==> src/rtl/id_operand_stage_if.sv <==
// id_operand_stage_if: fetch, register-file, writeback and ID/EX signals of the decode/operand stage
interface id_operand_stage_if #(
   parameter int XLEN = 32,
   parameter int AW   = 5
);
   logic            id_valid;
   logic [31:0]     id_instr;
   logic [XLEN-1:0] id_pc;
   logic [AW-1:0]   rs1;
   logic [AW-1:0]   rs2;
   logic [XLEN-1:0] rd1;
   logic [XLEN-1:0] rd2;
   logic            wb_we;
   logic [AW-1:0]   wb_rd;
   logic [XLEN-1:0] wb_wd;
   logic            ex_hold;
   logic            flush;
   logic            id_stall;
   logic            ex_valid;
   logic [XLEN-1:0] ex_pc;
   logic [6:0]      ex_opcode;
   logic [2:0]      ex_funct3;
   logic            ex_funct7b5;
   logic [AW-1:0]   ex_rd;
   logic [XLEN-1:0] ex_rs1_val;
   logic [XLEN-1:0] ex_rs2_val;
   logic [XLEN-1:0] ex_imm;
   logic            ex_is_load;
   logic            ex_illegal;

   modport slave (
      input  id_valid, id_instr, id_pc, rd1, rd2, wb_we, wb_rd, wb_wd, ex_hold, flush,
      output rs1, rs2, id_stall, ex_valid, ex_pc, ex_opcode, ex_funct3, ex_funct7b5,
             ex_rd, ex_rs1_val, ex_rs2_val, ex_imm, ex_is_load, ex_illegal
   );

   modport master (
      output id_valid, id_instr, id_pc, rd1, rd2, wb_we, wb_rd, wb_wd, ex_hold, flush,
      input  rs1, rs2, id_stall, ex_valid, ex_pc, ex_opcode, ex_funct3, ex_funct7b5,
             ex_rd, ex_rs1_val, ex_rs2_val, ex_imm, ex_is_load, ex_illegal
   );
endinterface

==> src/rtl/id_operand_stage.sv <==
// id_operand_stage: RV32I decode/operand fetch into ID/EX with load-use and writeback RAW stalls; define WB_BYPASS_EN to forward writeback data instead of stalling on it
module id_operand_stage #(
   parameter int XLEN = 32,
   parameter int AW   = 5
) (
   input logic clk,
   input logic rst,
   id_operand_stage_if.slave bus
);
   localparam logic [6:0] OP_LUI    = 7'b0110111;
   localparam logic [6:0] OP_AUIPC  = 7'b0010111;
   localparam logic [6:0] OP_JAL    = 7'b1101111;
   localparam logic [6:0] OP_JALR   = 7'b1100111;
   localparam logic [6:0] OP_BRANCH = 7'b1100011;
   localparam logic [6:0] OP_LOAD   = 7'b0000011;
   localparam logic [6:0] OP_STORE  = 7'b0100011;
   localparam logic [6:0] OP_IMM    = 7'b0010011;
   localparam logic [6:0] OP_OP     = 7'b0110011;
   localparam logic [6:0] OP_FENCE  = 7'b0001111;
   localparam logic [6:0] OP_SYSTEM = 7'b1110011;

   typedef enum logic [2:0] {IMM_NONE, IMM_I, IMM_S, IMM_B, IMM_U, IMM_J} imm_fmt_e;

   logic [31:0]     instr;
   logic [6:0]      opcode;
   imm_fmt_e        fmt;
   logic            legal;
   logic            use_rs1;
   logic            use_rs2;
   logic            writes_rd;
   logic [31:0]     imm32;
   logic [XLEN-1:0] imm;
   logic [AW-1:0]   rd_dst;
   logic            load_use;
   logic            wb_hit1;
   logic            wb_hit2;
   logic            wb_hazard;
   logic            hazard;
   logic [XLEN-1:0] src1;
   logic [XLEN-1:0] src2;
   logic [XLEN-1:0] op1;
   logic [XLEN-1:0] op2;

   assign instr    = bus.id_instr;
   assign opcode   = instr[6:0];
   assign bus.rs1  = instr[19:15];
   assign bus.rs2  = instr[24:20];

   // Classify the opcode: immediate format, which sources are read, whether rd is written
   always_comb begin
      fmt       = IMM_NONE;
      legal     = 1'b1;
      use_rs1   = 1'b1;
      use_rs2   = 1'b0;
      writes_rd = 1'b1;
      case (opcode)
         OP_LUI, OP_AUIPC: begin
            fmt     = IMM_U;
            use_rs1 = 1'b0;
         end
         OP_JAL: begin
            fmt     = IMM_J;
            use_rs1 = 1'b0;
         end
         OP_JALR, OP_LOAD, OP_IMM, OP_FENCE, OP_SYSTEM: fmt = IMM_I;
         OP_STORE: begin
            fmt       = IMM_S;
            use_rs2   = 1'b1;
            writes_rd = 1'b0;
         end
         OP_BRANCH: begin
            fmt       = IMM_B;
            use_rs2   = 1'b1;
            writes_rd = 1'b0;
         end
         OP_OP: use_rs2 = 1'b1;
         default: begin
            legal     = 1'b0;
            use_rs1   = 1'b0;
            writes_rd = 1'b0;
         end
      endcase
   end

   assign imm32 = (fmt == IMM_I) ? {{20{instr[31]}}, instr[31:20]} :
                  (fmt == IMM_S) ? {{20{instr[31]}}, instr[31:25], instr[11:7]} :
                  (fmt == IMM_B) ? {{19{instr[31]}}, instr[31], instr[7], instr[30:25], instr[11:8], 1'b0} :
                  (fmt == IMM_U) ? {instr[31:12], 12'b0} :
                  (fmt == IMM_J) ? {{11{instr[31]}}, instr[31], instr[19:12], instr[20], instr[30:21], 1'b0} :
                  32'b0;
   assign imm    = XLEN'($signed(imm32));
   assign rd_dst = writes_rd ? instr[11:7] : '0;

   // A load in ID/EX has no data yet; any consumer of its rd must wait one cycle
   assign load_use = bus.ex_valid & bus.ex_is_load & (bus.ex_rd != '0) & bus.id_valid &
                     ((use_rs1 & (bus.rs1 == bus.ex_rd)) | (use_rs2 & (bus.rs2 == bus.ex_rd)));
   assign wb_hit1  = bus.wb_we & (bus.wb_rd != '0) & use_rs1 & (bus.rs1 == bus.wb_rd);
   assign wb_hit2  = bus.wb_we & (bus.wb_rd != '0) & use_rs2 & (bus.rs2 == bus.wb_rd);

`ifdef WB_BYPASS_EN
   assign wb_hazard = 1'b0;
   assign src1      = wb_hit1 ? bus.wb_wd : bus.rd1;
   assign src2      = wb_hit2 ? bus.wb_wd : bus.rd2;
`else
   logic unused_wb_wd;
   assign unused_wb_wd = ^bus.wb_wd;
   assign wb_hazard    = bus.id_valid & (wb_hit1 | wb_hit2);
   assign src1         = bus.rd1;
   assign src2         = bus.rd2;
`endif

   assign hazard = load_use | wb_hazard;
   assign op1    = (use_rs1 && bus.rs1 != '0) ? src1 : '0;
   assign op2    = (use_rs2 && bus.rs2 != '0) ? src2 : '0;

   assign bus.id_stall = !rst & !bus.flush & (bus.ex_hold ? bus.id_valid : hazard);

   // ID/EX register: reset, flush kills, hold freezes, hazard bubbles, otherwise capture
   always_ff @(posedge clk) begin
      if (rst) begin
         bus.ex_valid    <= 1'b0;
         bus.ex_pc       <= '0;
         bus.ex_opcode   <= '0;
         bus.ex_funct3   <= '0;
         bus.ex_funct7b5 <= 1'b0;
         bus.ex_rd       <= '0;
         bus.ex_rs1_val  <= '0;
         bus.ex_rs2_val  <= '0;
         bus.ex_imm      <= '0;
         bus.ex_is_load  <= 1'b0;
         bus.ex_illegal  <= 1'b0;
      end else if (bus.flush) begin
         bus.ex_valid <= 1'b0;
      end else if (!bus.ex_hold) begin
         bus.ex_valid <= bus.id_valid & !hazard;
         if (!hazard) begin
            bus.ex_pc       <= bus.id_pc;
            bus.ex_opcode   <= opcode;
            bus.ex_funct3   <= instr[14:12];
            bus.ex_funct7b5 <= instr[30];
            bus.ex_rd       <= rd_dst;
            bus.ex_rs1_val  <= op1;
            bus.ex_rs2_val  <= op2;
            bus.ex_imm      <= imm;
            bus.ex_is_load  <= (opcode == OP_LOAD);
            bus.ex_illegal  <= !legal;
         end
      end
   end
endmodule

==> src/flat_wrapper.sv <==
// flat-port wrapper written by rule: the top's interface ports become plain ports
module id_operand_stage_flat 
#(
   parameter int XLEN = 32,
   parameter int AW   = 5
)
  (clk, rst, bus_id_valid, bus_id_instr, bus_id_pc, bus_rd1, bus_rd2, bus_wb_we, bus_wb_rd, bus_wb_wd, bus_ex_hold, bus_flush, bus_rs1, bus_rs2, bus_id_stall, bus_ex_valid, bus_ex_pc, bus_ex_opcode, bus_ex_funct3, bus_ex_funct7b5, bus_ex_rd, bus_ex_rs1_val, bus_ex_rs2_val, bus_ex_imm, bus_ex_is_load, bus_ex_illegal);
  id_operand_stage_if #(.XLEN(XLEN), .AW(AW)) bus_i ();
  input logic clk;
  input logic rst;
  input wire logic [$bits(bus_i.id_valid)-1:0] bus_id_valid;
  input wire logic [$bits(bus_i.id_instr)-1:0] bus_id_instr;
  input wire logic [$bits(bus_i.id_pc)-1:0] bus_id_pc;
  input wire logic [$bits(bus_i.rd1)-1:0] bus_rd1;
  input wire logic [$bits(bus_i.rd2)-1:0] bus_rd2;
  input wire logic [$bits(bus_i.wb_we)-1:0] bus_wb_we;
  input wire logic [$bits(bus_i.wb_rd)-1:0] bus_wb_rd;
  input wire logic [$bits(bus_i.wb_wd)-1:0] bus_wb_wd;
  input wire logic [$bits(bus_i.ex_hold)-1:0] bus_ex_hold;
  input wire logic [$bits(bus_i.flush)-1:0] bus_flush;
  output wire logic [$bits(bus_i.rs1)-1:0] bus_rs1;
  output wire logic [$bits(bus_i.rs2)-1:0] bus_rs2;
  output wire logic [$bits(bus_i.id_stall)-1:0] bus_id_stall;
  output wire logic [$bits(bus_i.ex_valid)-1:0] bus_ex_valid;
  output wire logic [$bits(bus_i.ex_pc)-1:0] bus_ex_pc;
  output wire logic [$bits(bus_i.ex_opcode)-1:0] bus_ex_opcode;
  output wire logic [$bits(bus_i.ex_funct3)-1:0] bus_ex_funct3;
  output wire logic [$bits(bus_i.ex_funct7b5)-1:0] bus_ex_funct7b5;
  output wire logic [$bits(bus_i.ex_rd)-1:0] bus_ex_rd;
  output wire logic [$bits(bus_i.ex_rs1_val)-1:0] bus_ex_rs1_val;
  output wire logic [$bits(bus_i.ex_rs2_val)-1:0] bus_ex_rs2_val;
  output wire logic [$bits(bus_i.ex_imm)-1:0] bus_ex_imm;
  output wire logic [$bits(bus_i.ex_is_load)-1:0] bus_ex_is_load;
  output wire logic [$bits(bus_i.ex_illegal)-1:0] bus_ex_illegal;
  assign bus_i.id_valid = bus_id_valid;
  assign bus_i.id_instr = bus_id_instr;
  assign bus_i.id_pc = bus_id_pc;
  assign bus_i.rd1 = bus_rd1;
  assign bus_i.rd2 = bus_rd2;
  assign bus_i.wb_we = bus_wb_we;
  assign bus_i.wb_rd = bus_wb_rd;
  assign bus_i.wb_wd = bus_wb_wd;
  assign bus_i.ex_hold = bus_ex_hold;
  assign bus_i.flush = bus_flush;
  assign bus_rs1 = bus_i.rs1;
  assign bus_rs2 = bus_i.rs2;
  assign bus_id_stall = bus_i.id_stall;
  assign bus_ex_valid = bus_i.ex_valid;
  assign bus_ex_pc = bus_i.ex_pc;
  assign bus_ex_opcode = bus_i.ex_opcode;
  assign bus_ex_funct3 = bus_i.ex_funct3;
  assign bus_ex_funct7b5 = bus_i.ex_funct7b5;
  assign bus_ex_rd = bus_i.ex_rd;
  assign bus_ex_rs1_val = bus_i.ex_rs1_val;
  assign bus_ex_rs2_val = bus_i.ex_rs2_val;
  assign bus_ex_imm = bus_i.ex_imm;
  assign bus_ex_is_load = bus_i.ex_is_load;
  assign bus_ex_illegal = bus_i.ex_illegal;
  id_operand_stage #(.XLEN(XLEN), .AW(AW)) u_core (.clk(clk), .rst(rst), .bus(bus_i));
endmodule
==> config.mk <==
export PLATFORM = sky130hd
export DESIGN_NAME = id_operand_stage_flat
export DESIGN_NICKNAME = d
export VERILOG_FILES = /design/src/rtl/id_operand_stage_if.sv /design/src/rtl/id_operand_stage.sv /design/src/flat_wrapper.sv
export SDC_FILE = /design/constraint.sdc
export NUM_CORES = 1
export LEC_CHECK = 0
export BUFFER_PORTS_ARGS = -buffer_cell sky130_fd_sc_hd__buf_4
export CAP_MARGIN = 20
export CORE_MARGIN = 5
export CORE_UTILIZATION = 46
export CTS_CLUSTER_DIAMETER = 50
export DETAILED_ROUTE_END_ITERATION = 16
export PLACE_DENSITY_LB_ADDON = 0.08
export RECOVER_POWER = 25
export SLEW_MARGIN = 10
export SYNTH_ARGS = -nofsm -noshare
export SYNTH_HDL_FRONTEND = slang
export SYNTH_SLANG_ARGS = --single-unit
export TNS_END_PERCENT = 20
==> constraint.sdc <==
create_clock -name clk -period 2.8 [get_ports clk]
set_clock_uncertainty 0.15 [all_clocks]
set_input_delay 0.28 -clock clk [delete_from_list [all_inputs] [get_ports clk]]
set_output_delay 0.28 -clock clk [all_outputs]
set_load 0.02 [all_outputs]
# [Word level (Yosys, flattened, before mapping)]
# Index checks and enable logic that the tools add are counted.
[totals] regBits=147 inputBits=171
[op_classes] n_eq_ne=20 muxes=14 n_reduce_logical=18 n_bitwise=21
[ops] cell="$mux 32" count=7
[ops] cell="$eq 7x7->1 const B" count=4
[ops] cell="$eq 7x6->1 const B" count=3
[ops] cell="$eq 5x5->1" count=4
[ops] cell="$reduce_bool 5->1" count=4
[ops] cell="$and 1x1->1" count=15
[ops] cell="$pmux 3 s5" count=1
[ops] cell="$eq 7x5->1 const B" count=2
[ops] cell="$reduce_or 11->1" count=1
[ops] cell="$reduce_or 9->1" count=1
[ops] cell="$reduce_or 8->1" count=1
[ops] cell="$eq 7x2->1 const B" count=1
[ops] cell="$eq 7x4->1 const B" count=1
[ops] cell="$eq 3x2->1 const B" count=2
[ops] cell="$eq 3x3->1 const B" count=2
[ops] cell="$mux 1" count=5
[ops] cell="$mux 5" count=1
[ops] cell="$reduce_or 5->1" count=1
[ops] cell="$logic_not 1->1" count=4
[ops] cell="$reduce_or 2->1" count=2
[ops] cell="$eq 3x1->1 const B" count=1
[ops] cell="$not 1->1" count=3
[ops] cell="$or 1x1->1" count=3
[ops] cell="$reduce_and 3->1" count=1
[ops] cell="other kinds (2)" count=3

# [Depth between registers and ports, before layout]
[logic_depth] word_depth=10 depth_mapped=10

# [Least setup slack after synthesis]
# OpenSTA, ideal clock, no wires.
[synth_path] path_kind="input to register" startpoint="input port bus_id_instr[20]" endpoint="register u_core.bus.ex_imm[11] (netlist name)" setup_slack_ps=276 arrival_ps=2250 setup_ps=123 cell_stages=9 path_cell_list="clkbuf_1 -> xnor2_1 -> nand3_1 -> or4_1 -> a211oi_1 -> or4_1 -> clkbuf_1 -> buf_6 -> mux2_1"
[synth_via] elab_chain_len=7
[synth_lines] item="start, declared" line_no="flat_wrapper.sv:12" text="input wire logic [$bits(bus_i.id_instr)-1:0] bus_id_instr;"
[synth_lines] item="$eq 5x5->1 (on tied branches)" line_no="id_operand_stage.sv:96, id_operand_stage.sv:98"
[synth_lines] item="$and 1x1->1 (on tied branches)" line_no="id_operand_stage.sv:96, id_operand_stage.sv:98"
[synth_lines] item="$or 1x1->1 (on tied branches)" line_no="id_operand_stage.sv:96, id_operand_stage.sv:107"
[synth_lines] item="$and 1x1->1 (on tied branches)" line_no="id_operand_stage.sv:95, id_operand_stage.sv:107"
[synth_lines] item="$or 1x1->1" line_no="id_operand_stage.sv:112" text="assign hazard = load_use | wb_hazard;"
[synth_lines] item="$not 1->1 (no line)"
[synth_lines] item="$reduce_and 3->1 (no line)"
[synth_lines] item="end signal, assigned" line_no="id_operand_stage.sv:144" text="bus.ex_imm <= imm;"
[synth_lines] item="end, declared" line_no="id_operand_stage_if.sv:34" text="ex_rd, ex_rs1_val, ex_rs2_val, ex_imm, ex_is_load, ex_illegal"
# Parallel ways exist; a longest one is shown, timed or not.
# A chain may end at the register's enable or synchronous reset.

# [Final worst setup path]
[layout_path] startpoint="register u_core.bus.ex_rd[0] (netlist name)" endpoint="output port bus_id_stall"
[layout_via] elab_chain_len=7
[layout_lines] item="start, declared" line_no="id_operand_stage_if.sv:34"
[layout_lines] item="start signal, assigned" line_no="id_operand_stage.sv:141" text="bus.ex_rd <= rd_dst;"
[layout_lines] item="$eq 5x5->1 or $reduce_bool 5->1 (tied branches)" line_no="id_operand_stage.sv:96, id_operand_stage.sv:95"
[layout_lines] item="$and 1x1->1 (on tied branches)" line_no="id_operand_stage.sv:96, id_operand_stage.sv:95"
[layout_lines] item="$or 1x1->1 or $and 1x1->1 (tied branches)" line_no="id_operand_stage.sv:96, id_operand_stage.sv:95"
[layout_lines] item="$and 1x1->1 *" line_no="id_operand_stage.sv:95" text="assign load_use = bus.ex_valid & bus.ex_is_load & (bus.ex_rd != '0) & bus.id_valid &"
[layout_lines] item="$or 1x1->1 *" line_no="id_operand_stage.sv:112"
[layout_lines] item="$mux 1 *" line_no="id_operand_stage.sv:116" text="assign bus.id_stall = !rst & !bus.flush & (bus.ex_hold ? bus.id_valid : hazard);"
[layout_lines] item="$and 1x1->1 *" line_no="id_operand_stage.sv:116"
[layout_lines] item="end, declared" line_no="flat_wrapper.sv:23" text="output wire logic [$bits(bus_i.id_stall)-1:0] bus_id_stall;"
# Mark *: on every way between the ends. The rest lies on a longest branch, timed or not.

==> metrics.txt <==
Internal Pwr Total=4010 uW; final hold vios=0; total chip power=5270 uW; initial antenna violation count=0; HPWL reported at the end of detailed placement=14,500 um; CTS clock-pin slew for the worst setup and hold paths=50 ps; post-synth cell types=52; Achievable Freq=roughly 400 MHz; fill cell count=around 1,100; drc violations=0; Worst setup SP type=flop; first-pass GRT wire length=34,400 um; Top Layer Used=met4; total track usage=25.8%; register area share after synthesis=roughly 44%; Worst Max-Slew Pin Slew=about 650 ps; gp weighted congestion=about 0.84; final setup margin=328 ps; Post-CTS Setup Inserts=0; Routed WL=about 22,000 um; Syn Area/Cell=8.69 um2; CTS tree=done; port bufs=296; share of layout cells above drive strength 1=around a quarter; RSZ-0062 raised after global routing=false; placed insts=1,196; global route overflow=0; cell count after synthesis=764; FF+latch count, synth=147; Slew Viols, Final=0; EDFF count, synth=0; VDD IR-drop max=0.000441 V; Synth warnings=0; top post-synthesis cells by count=nand2_1, dfxtp_1, mux2i_1; TritonCTS buffer count=17; Clock power frac=44.4%; ys flop type=dfxtp_1; NumNets Final=1,318; asr flop ratio synth=0%; top-count cell post-synth=nand2_1; post-synth top area share=~44%; met2 WL=~11,000 um; Rows=43; Initial Utilization=47.4%; area grow syn2layout=57.5%; DR WL met3=2000 um; critical path peak fanout=5; CP Class=flop to output port; Ports=329; Min Clock Period, post-route=roughly 2500 ps; Die Area=16,900 um2; setup slack at placement=65.3 ps; clk root buf=clkbuf_16; Critical Path Sink Type=output port; vias per std cell=4.99; number of gates resized after cts=0; number of global-route vias before repair=6,685; Mapped Area=6640 um2; CTS sink cnt=147; pin count of the biggest net entering global routing=70; ANT nets after route=0; P_sw=1250 uW; Hold Slack=15.0 ps; Required @ worst endpoint=2370 ps; Power Density=504 nW/um2; non-filler instance count after layout=1,338; outcome=completed; clock latency on the worst-skew pair=420 ps; die width=130 um; routed vias=around 6,700; Pleak=0.00468 uW; M1 WL=8710 um; Die Y-Extent=between 100 and 150 um; crit share post-route=88.3%; deepest clock path buffer count=2; CTS H-tree lvls=4; power share of the combinational group=14.4%; worst rel slew slack=56.5%; setup violators final=0; sequential group share of total power=41.1%; TritonRoute pass-1 iters=7; Max-Cap Viols=0; core area=14,000 um2; setup tns final=0 ps; synth top area cells=dfxtp_1, mux2i_1, nand2_1, clkbuf_1, buf_6; Synth Net Count=approximately 940; Diodes inserted=0; initial detailed-routing violation count=356; area leader, netlist=dfxtp_1; Wirelength per Cell=16.6 um; crit path DAT=2040 ps; Worst Hold Class=input pin to flop; Sw Share=23.8%
power groups by stage:
stage	registers [uW]	logic [uW]	clock network, uW
after floorplan	2270	271	0
after global placement	2210	650	0
after detailed placement	2210	651	0
after CTS	2170	782	2370
after global routing	2170	815	2470
final	2170	760	2340
area by class of cell:
cell class / instances / area (um2) / area share [%]
clock inverters: 9 / 129 / 1.23
multi-input cells: 548 / 3340 / 32.0
clock buffers: 21 / 480 / 4.60
inverters: 3 / 16.3 / 0.156
well taps: 180 / 225 / 2.16
repair buffers: 430 / 3310 / 31.7
flip-flops and latches: 147 / 2940 / 28.2
metal layers:
layer | GRT usage [%] | up-vias
li1 | - | 3327
met4 | 10.0 | 0
met3 | 9.82 | 61
met5 | 0 | -
met1 | 30.2 | 3038
met2 | 42.7 | 251
placed cells by master (no fill, tap or decap), types with 5 or more instances in the layout:
master	n
or4_1	5
buf_4	236
o32ai_1	9
xnor2_1	10
a32oi_1	8
mux2i_1	126
xor2_1	10
dfxtp_1	147
a21oi_1	15
clkbuf_1	75
nor2_1	11
dlygate4sd3_1	112
buf_12	7
a22o_1	5
clkbuf_16	17
nand2_1	287
per-stage QoR:
stage | util (%) | instance area (um2)
final | 74.7 | 10500
after global placement | 64.3 | 9000
after floorplan | - | 6640
after detailed placement | 64.3 | 9000
after CTS | 76.7 | 10700
after global routing | 74.7 | 10500
sequential cells by signal, summed over array words and instances (netlist names):
name and count:
u_core.bus.ex_rs1_val 32, u_core.bus.ex_rs2_val 32, u_core.bus.ex_rd 5, u_core.bus.ex_valid 1
u_core.bus.ex_is_load 1, u_core.bus.ex_imm 32, u_core.bus.ex_illegal 1, u_core.bus.ex_funct7b5 1
u_core.bus.ex_funct3 3, u_core.bus.ex_opcode 7, u_core.bus.ex_pc 32
cells by family after synthesis:
group	after synthesis	synth area share [%]
xor+xnor	20	2.64
simple gates	334	20.5
compound gates	67	7.81
flops	147	44.3
buf+inv	69	5.52
mux	127	19.2
critical path, stage by stage (launching register included):
cell and delay [ps]:
dfxtp_1 360, xor2_1 180, nor4_1 250, and4_1 250, nor2_1 60, o22ai_1 190
o211a_1 180, buf_4 150
worst paths after layout:
check,start,endpoint,slack [ps],cells past startpoint
worst min register to register,u_core.bus.ex_imm[13]$_SDFFE_PP0P_,u_core.bus.ex_imm[13]$_SDFFE_PP0P_,300,2
worst max-delay path,u_core.bus.ex_rd[0]$_SDFFE_PP0P_,bus_id_stall,330,7
worst max register to register,u_core.bus.ex_rd[0]$_SDFFE_PP0P_,u_core.bus.ex_rs2_val[4]$_SDFFE_PP0P_,350,7
worst min-delay path,bus_ex_hold,u_core.bus.ex_valid$_SDFFE_PN0N_,20,3
timing repair:
| action | in CTS | in global routing |
|---|---|---|
| hold buffers | 112 | 0 |
| hold endpoints to repair | 113 | 0 |
| setup endpoints to repair | 0 | 0 |
Power figures use the tool's default switching activity.
